--- src/rtl/icache_prefetch_queue.sv ---
// Prefetch request queue between the icache prefetch engine and the memory port.
// Deduplicates by cache line, lets demand misses squash queued lines, throttles issue.
package icache_pkg;
    localparam int ADDR_WIDTH = 32;

    typedef struct packed {
        logic [ADDR_WIDTH-1:0] addr;
        logic [3:0]            opcode;
        logic [7:0]            txnid;
    } pc_req_t;
endpackage

module icache_prefetch_queue
    import icache_pkg::*;
#(
    parameter int DEPTH           = 4,
    parameter int MAX_OUTSTANDING = 2,
    parameter int LINE_OFFSET     = 6
) (
    input  logic    clk,
    input  logic    rst,
    input  logic    pf_req_vld,
    output logic    pf_req_rdy,
    input  pc_req_t pf_req_pld,
    input  logic    dmd_req_vld,
    output logic    dmd_req_rdy,
    input  pc_req_t dmd_req_pld,
    output logic    mem_req_vld,
    input  logic    mem_req_rdy,
    output pc_req_t mem_req_pld,
    input  logic    pf_rsp_vld,
    input  logic    flush,
    output logic [$clog2(MAX_OUTSTANDING+1)-1:0] pf_outstanding,
    output logic    pf_dup_drop
);
    localparam int PW = $clog2(DEPTH);
    localparam int CW = PW + 1;
    localparam int OW = $clog2(MAX_OUTSTANDING + 1);
    localparam int LW = ADDR_WIDTH - LINE_OFFSET;

    typedef logic [LW-1:0] line_t;

    pc_req_t          mem_q [DEPTH];
    logic [DEPTH-1:0] vld_q, vld_d;
    logic [PW-1:0]    hd_q, hd_d, tl_q, tl_d;
    logic [CW-1:0]    cnt_q, cnt_d;
    logic [OW-1:0]    out_q, out_d;
    logic             lv_q, lv_d;
    line_t            ll_q, ll_d;
    logic             dup_q;

    logic [PW-1:0]    off [DEPTH];
    logic [DEPTH-1:0] alloc;
    logic             full, head_alloc, head_v;
    logic             pf_present, pf_hs, dmd_hs, push_hs;
    logic             pop, wr, wr_v, dup, fifo_hit, dmd_hit;
    line_t            pf_line, dmd_line;

    assign pf_line    = pf_req_pld.addr[ADDR_WIDTH-1:LINE_OFFSET];
    assign dmd_line   = dmd_req_pld.addr[ADDR_WIDTH-1:LINE_OFFSET];

    assign full       = (cnt_q == CW'(DEPTH));
    assign pf_req_rdy = !full;
    assign head_alloc = (cnt_q != '0);
    assign head_v     = vld_q[hd_q];

    assign dmd_req_rdy = mem_req_rdy;
    assign pf_present  = !dmd_req_vld && head_alloc && head_v
                       && (out_q < OW'(MAX_OUTSTANDING));
    assign mem_req_vld = dmd_req_vld || pf_present;
    assign mem_req_pld = dmd_req_vld ? dmd_req_pld : mem_q[hd_q];

    assign dmd_hs  = dmd_req_vld && mem_req_rdy;
    assign pf_hs   = pf_present && mem_req_rdy;
    assign push_hs = pf_req_vld && pf_req_rdy;
    assign pop     = pf_hs || (head_alloc && !head_v);

    // Allocation is judged from the head offset so freed slots never match.
    always_comb begin
        fifo_hit = 1'b0;
        for (int i = 0; i < DEPTH; i++) begin
            off[i]   = PW'(i) - hd_q;
            alloc[i] = ({1'b0, off[i]} < cnt_q);
            if (alloc[i] && vld_q[i]
                && mem_q[i].addr[ADDR_WIDTH-1:LINE_OFFSET] == pf_line) begin
                fifo_hit = 1'b1;
            end
        end
    end

    assign dmd_hit = lv_q && (ll_q == pf_line);
    assign dup     = push_hs && !flush && (fifo_hit || dmd_hit);
    assign wr      = push_hs && !flush && !dup;
    assign wr_v    = !(dmd_hs && (dmd_line == pf_line));

    always_comb begin
        vld_d = vld_q;
        hd_d  = hd_q;
        tl_d  = tl_q;
        cnt_d = cnt_q;
        out_d = out_q;
        lv_d  = lv_q;
        ll_d  = ll_q;
        if (dmd_hs) begin
            lv_d = 1'b1;
            ll_d = dmd_line;
            for (int i = 0; i < DEPTH; i++) begin
                if (mem_q[i].addr[ADDR_WIDTH-1:LINE_OFFSET] == dmd_line) begin
                    vld_d[i] = 1'b0;
                end
            end
        end
        if (wr) begin
            vld_d[tl_q] = wr_v;
            tl_d        = tl_q + PW'(1);
        end
        if (pop) begin
            hd_d = hd_q + PW'(1);
        end
        cnt_d = cnt_q + CW'(wr) - CW'(pop);
        if (flush) begin
            hd_d  = '0;
            tl_d  = '0;
            cnt_d = '0;
        end
        case ({pf_hs, pf_rsp_vld && (out_q != '0)})
            2'b10:   out_d = out_q + OW'(1);
            2'b01:   out_d = out_q - OW'(1);
            default: out_d = out_q;
        endcase
    end

    always_ff @(posedge clk or posedge rst) begin
        if (rst) begin
            vld_q <= '0;
            hd_q  <= '0;
            tl_q  <= '0;
            cnt_q <= '0;
            out_q <= '0;
            lv_q  <= 1'b0;
            ll_q  <= '0;
            dup_q <= 1'b0;
        end else begin
            vld_q <= vld_d;
            hd_q  <= hd_d;
            tl_q  <= tl_d;
            cnt_q <= cnt_d;
            out_q <= out_d;
            lv_q  <= lv_d;
            ll_q  <= ll_d;
            dup_q <= dup;
        end
    end

    always_ff @(posedge clk) begin
        if (wr) begin
            mem_q[tl_q] <= pf_req_pld;
        end
    end

    assign pf_outstanding = out_q;
    assign pf_dup_drop    = dup_q;
endmodule

--- config.mk ---
export PLATFORM = sky130hd
export DESIGN_NAME = icache_prefetch_queue
export DESIGN_NICKNAME = d
export VERILOG_FILES = /design/src/rtl/icache_prefetch_queue.sv
export SDC_FILE = /design/constraint.sdc
export NUM_CORES = 1
export LEC_CHECK = 0
export ABC_AREA = 1
export CORE_ASPECT_RATIO = 0.5
export CORE_MARGIN = 3
export CORE_UTILIZATION = 40
export CTS_BUF_LIST = sky130_fd_sc_hd__clkbuf_4
export CTS_CLUSTER_SIZE = 14
export DETAILED_ROUTE_END_ITERATION = 10
export GPL_TIMING_DRIVEN = 0
export PLACE_DENSITY = 0.63
export SYNTH_ARGS = -nofsm -noshare
export SYNTH_HDL_FRONTEND = slang
export SYNTH_SLANG_ARGS = --single-unit
--- constraint.sdc ---
create_clock -name clk -period 6.3 [get_ports clk]
set_input_delay 0.63 -clock clk [delete_from_list [all_inputs] [get_ports clk]]
set_output_delay 0.63 -clock clk [all_outputs]
set_load 0.01 [all_outputs]
# After elaboration in Yosys (flattened, before gate mapping)
# Memories as Yosys holds them, arrays and structs flattened.
# Cells that the tools add are included.
# totals
reg_bits,41
ram_bits,176
inputBits,95
output_inout_bits,50
word_cells,100
mem_count,1
# memory_table
memory,depth,word_bits,read_ports,rd_clocked_by_memory_dff,wr,line,text
mem_q,4,44,5,0,1,43,pc_req_t mem_q [DEPTH];
# classes
n_addsub,10
order_cmp,8
n_eq_ne,13
muxes,24
n_reduce_logical,36
# ops
op,count
$eq A26 B26 Y1,10
$mux W44,1
$logic_and A1 B1 Y1,22
$lt A2 B3 Y1,4
$mux W1,12
$mux W2,4
$mux W4,2
$reduce_bool A2 Y1,4
$add A2 B1 Y2 const B,3
$logic_not A1 Y1,6
$lt A2 B3 Y1 const B,2
$bwmux W4,1
$pmux W2 S2,1
$sub A1 B2 Y2 const A,2
$sub A2 B2 Y2 const A,2
$add A3 B1 Y3,1
$eq A3 B3 Y1 const B,1
$logic_or A1 B1 Y1,3
$mux W3,1
$reduce_bool A3 Y1,1
$sub A3 B1 Y3,1
$bmux W1 S2,1
$demux W1 S2,1
$eq A2 B1 Y1 const B,1
other kinds (4),4

# Logic depth before layout (Yosys ltp)
# depth
depth_word,15
mapped_depth,21
ltp_nobuf,21

# Worst setup path before layout
# Ideal clock, no wire load.
# synth_timing
path_type,reg2reg
start,reg hd_q[0]
end,"mem mem_q[0][0] (netlist name), enable pin"
setup_ps,398
arrival_ps,2801
required_ps,5902
path_slack_ps,3100
stages_incl_launch_ff,14
path_buffers,1
period_less_slack_ps,3200
path_cell_list,dfrtp_1 -> nor2_2 -> clkbuf_1 -> nor2_1 -> ha_1 -> a21boi_1 -> o21ai_1 -> nand2_1 -> nor2_1 -> nand2_1 -> nand2_1 -> nor2_2 -> nand4_1 -> inv_1
# synth_via
elab_chain_len,14
word_cells_on_any_way,26
cone_classes,4 x add/sub; 4 x order compare; 6 x mux; 12 x reduce/logical
# synth_rtl
element,line,text
"start, declared",45,"logic [PW-1:0] hd_q, hd_d, tl_q, tl_d;"
"start signal, assigned",136,hd_q <= '0;
"start signal, assigned",145,hd_q <= hd_d;
$sub A1 B2 Y2,82,off[i] = PW'(i) - hd_q;
$lt A2 B3 Y1,83,"alloc[i] = ({1'b0, off[i]} < cnt_q);"
$logic_and A1 B1 Y1,84,if (alloc[i] && vld_q[i]
$logic_and A1 B1 Y1,85,&& mem_q[i].addr[ADDR_WIDTH-1:LINE_OFFSET] == pf_line) begin
$mux W1 (3 in a row),84,
$mux W1 (*),84,
$logic_or A1 B1 Y1 (*),92,assign dup = push_hs && !flush && (fifo_hit || dmd_hit);
$logic_and A1 B1 Y1 (*),92,
$logic_not A1 Y1 (*),93,assign wr = push_hs && !flush && !dup;
$logic_and A1 B1 Y1 (*),93,
$mux W1 (*),156,if (wr) begin
$mux W1 (implied by the code) (*),157,mem_q[tl_q] <= pf_req_pld;
"end, declared",43,
# Every way passes the cells marked *; elsewhere a longest branch is shown, timed or not.

==> run summary <==
First-pass GRT wire length -> 87.3 mm
Crit-path max FO -> 10
Crit Reg-Reg Startpoint -> hd_q[0]
Post-Syn Instances -> 1556
Synth async-reset ratio -> 18.9%
Yosys reg bits -> 217
Via density -> 5.78
RSZ-0062 raised after global routing -> no
Num rows -> 45
Starting density of the core -> 41.1%
Reg2reg end -> cnt_q[2]
Synth warnings -> 0
Switching share of power -> 40.4%
1st-iter DRT viols -> 2193
Internal Power -> 2.91 mW
First-pass DRT Iterations -> 6
Relative slew margins -> 13.7%
Postcts setup bufs -> 0
Synth Area in Adders -> 1.25%
Worst-margin pin slew -> 1.29 ns
H-tree depth -> 2
IO Pins -> 145
Largest family of logic cells by synthesized area -> simple AND/OR/NAND/NOR gates
Vias in the first global route -> 11600
Count leader, synth -> nand2_1
Final Skew -> 0.0643 ns
Seq pwr share -> 37.3%
Critical path arrival -> 3.94 ns
Setup TNS Final -> 0 ns
Total standard cell area after synthesis -> 0.0126 mm^2
Worst Path Required -> 5.67 ns
CTS tree -> yes
Lkg Pwr -> 6.39 nW
Synth-to-Final Area Change -> 20.8%
Status -> completed
Yosys cell types -> 43
Clock Latency Late Sink -> 0.77 ns
Cell Pwr Density -> 320 mW/mm^2
Final period utilization -> 72.6%
Post-Route WL -> 64.0 mm
WL/cell -> 28.9 um
Seq/Total Area, Yosys -> 50.0%
Fin crit period -> 4.57 ns
Synth top cells by count -> nand2_1 (526), inv_1 (182), edfxtp_1 (176)
Reg2Reg Depth -> 21
Die Y -> 132 um
DIE AREA -> 0.0339 mm^2
Flop2flop setup slack -> 2.05 ns
Crit path kind -> flop to output port
Gate power share -> 37.2%
Final hold vios -> 0
Reg clk slew, reported paths -> 0.07 ns
Fmax -> 0.219 GHz
Post-cts gate resize count -> 0
Top FF cell, synth -> edfxtp_1
Grt total ovfl -> 0
Top cell type's share of synthesized area -> 41.9%
Clk buf depth -> 3
Total of max-cap violations -> 0
Final-stage net count -> 1851
Max-slew violations -> 0
Post-synthesis simple-gate area fraction -> 24.0%
Startpoint types -> flop
Pre-CTS WS -> 2.01 ns
DR DRC count -> 0
Post-placement cell area -> 0.0145 mm^2
Mean area per synthesized cell -> 8.11 um^2
Post-synth EDFFs -> 176
Largest net degree at the start of global routing -> 31
Clk pwr share -> 25.6%
Hold-fix buffers, CTS -> 0
Net Count, Synth -> 1663
Finish-stage setup viols -> 0
XOR/XNOR Fraction of Synth Area -> 5.00%
Peak VDD IR -> 0.201 mV
Sink Count -> 217
Vias -> 12800
Gpl congestion -> 1.13
Clock buffer count from CTS -> 53
Critical path capture point type -> output port
All-Layer GR Usage -> 36.7%
HPWL Detailed -> 49.2 mm
Sw Pwr -> 1.97 mW
Largest cells by area after synthesis -> edfxtp_1 (42%), nand2_1 (16%), dfrtp_1 (8.1%), inv_1 (5.4%), nor2_1 (3.6%)
Layout cell share with drive strength beyond 1 -> 9.51%
Core box area -> 0.0307 mm^2
Fin area -> 0.0152 mm^2
Min-delay worst type -> input pin to async pin
Initial antenna violation count -> 4
Clock tree root buffer cell -> clkbuf_4
Mux share of post-synthesis cell area -> 0%
Number of port buffers -> 128
Post-synthesis compound-gate area fraction -> 11.1%
Setup WS post-layout -> 1.73 ns
Cell taking the most area after synthesis -> edfxtp_1
Die X -> 257 um
Antenna-violating nets left -> 0
-- cell type report --
class,instances,area (um^2)
Antenna cell,4,10.0
Buffer,62,273
Clock buffer,76,571
Clock inverter,23,134
Fill cell,3083,15400
Inverter,220,826
Multi-Input combinational cell,1057,5220
Sequential cell,217,6310
Tap cell,423,529
Timing Repair Buffer,133,1380
-- cells in the final DEF, fill, tap and decap left out, types with 6 or more instances in the layout --
cell type / n
a31oi_1: 9
nor2_1: 121
inv_2: 35
inv_1: 177
ha_1: 11
clkinv_1: 21
clkdlybuf4s50_1: 128
a21oi_1: 31
nor3_1: 14
o21ai_1: 14
xnor2_1: 41
a41oi_1: 19
nand3_1: 19
dfrtp_1: 41
o21ai_0: 63
o2111ai_1: 11
nand2_1: 526
edfxtp_1: 176
clkbuf_1: 34
xor2_1: 31
a22oi_1: 16
clkbuf_4: 76
buf_2: 23
o22ai_1: 59
clkinv_2: 6
nand4_1: 39
-- sequential cells by signal, summed over array words and instances (netlist names) --
name            count
lv_q                1
pf_dup_drop         1
cnt_q               3
mem_q             176
pf_outstanding      2
hd_q                2
vld_q               4
ll_q               26
tl_q                2
-- metrics by stage --
stage | utilization, % | hold slack, ns | cells | power [mW]
6_report | 49.7 | 0.186 | 2215 | 4.88
4_1_cts | 49.7 | 0.194 | 2211 | 4.82
5_1_grt | 49.7 | 0.213 | 2215 | 5.08
3_5_place_dp | 47.4 | 0.443 | 2112 | 3.58
3_3_place_gp | 47.0 | 0.439 | 2107 | 3.57
2_1_floorplan | - | 0.422 | 1556 | 2.70
-- kinds of logic after synthesis --
group | after synthesis
XOR/XNOR | 72
flip-flops | 217
buffers and inverters | 282
AO/OA/AOI/OAI | 228
adder cells (fa/ha/maj) | 12
AND/OR/NAND/NOR | 745
-- how the worst max path moves through the flow --
stage / startpoint / to / slack (ns) / depth (start not counted)
global route: hd_q[0] / mem_req_pld[39] / 1.75 / 6
CTS: hd_q[0] / mem_req_pld[39] / 1.88 / 6
global placement: pf_req_pld[35] / mem_q[2][1] / 1.10 / 14
finish: hd_q[0] / mem_req_pld[39] / 1.73 / 6
floorplan: hd_q[0] / mem_q[0][0] / 3.10 / 13
detailed placement: pf_req_pld[35] / cnt_q[2] / 2.01 / 20
-- metal layers --
layer	part of all wire, %	GRT usage [%]	vias to the layer above
li1	-	-	5530
met1	43	54.9	6137
met2	38	47.3	1014
met3	17	16.9	125
met4	2.4	8.42	4
met5	0.047	0	-
-- power by group through the flow --
stage	logic, mW	clock network [mW]	registers (mW)
floorplan	0.904	0	1.79
global placement	1.72	0	1.85
detailed placement	1.74	0	1.84
CTS	1.75	1.26	1.81
global route	1.91	1.34	1.83
finish	1.82	1.25	1.82
-- worst max-delay path, stage by stage (launching register included) --
cell and delay [ns]:
dfrtp_1 0.48, nor2_2 0.47, clkbuf_1 0.57, buf_2 0.50, a21oi_1 0.13, a41oi_1 0.40, clkdlybuf4s50_1 0.63
No activity file was read; power rests on OpenSTA's default activity.
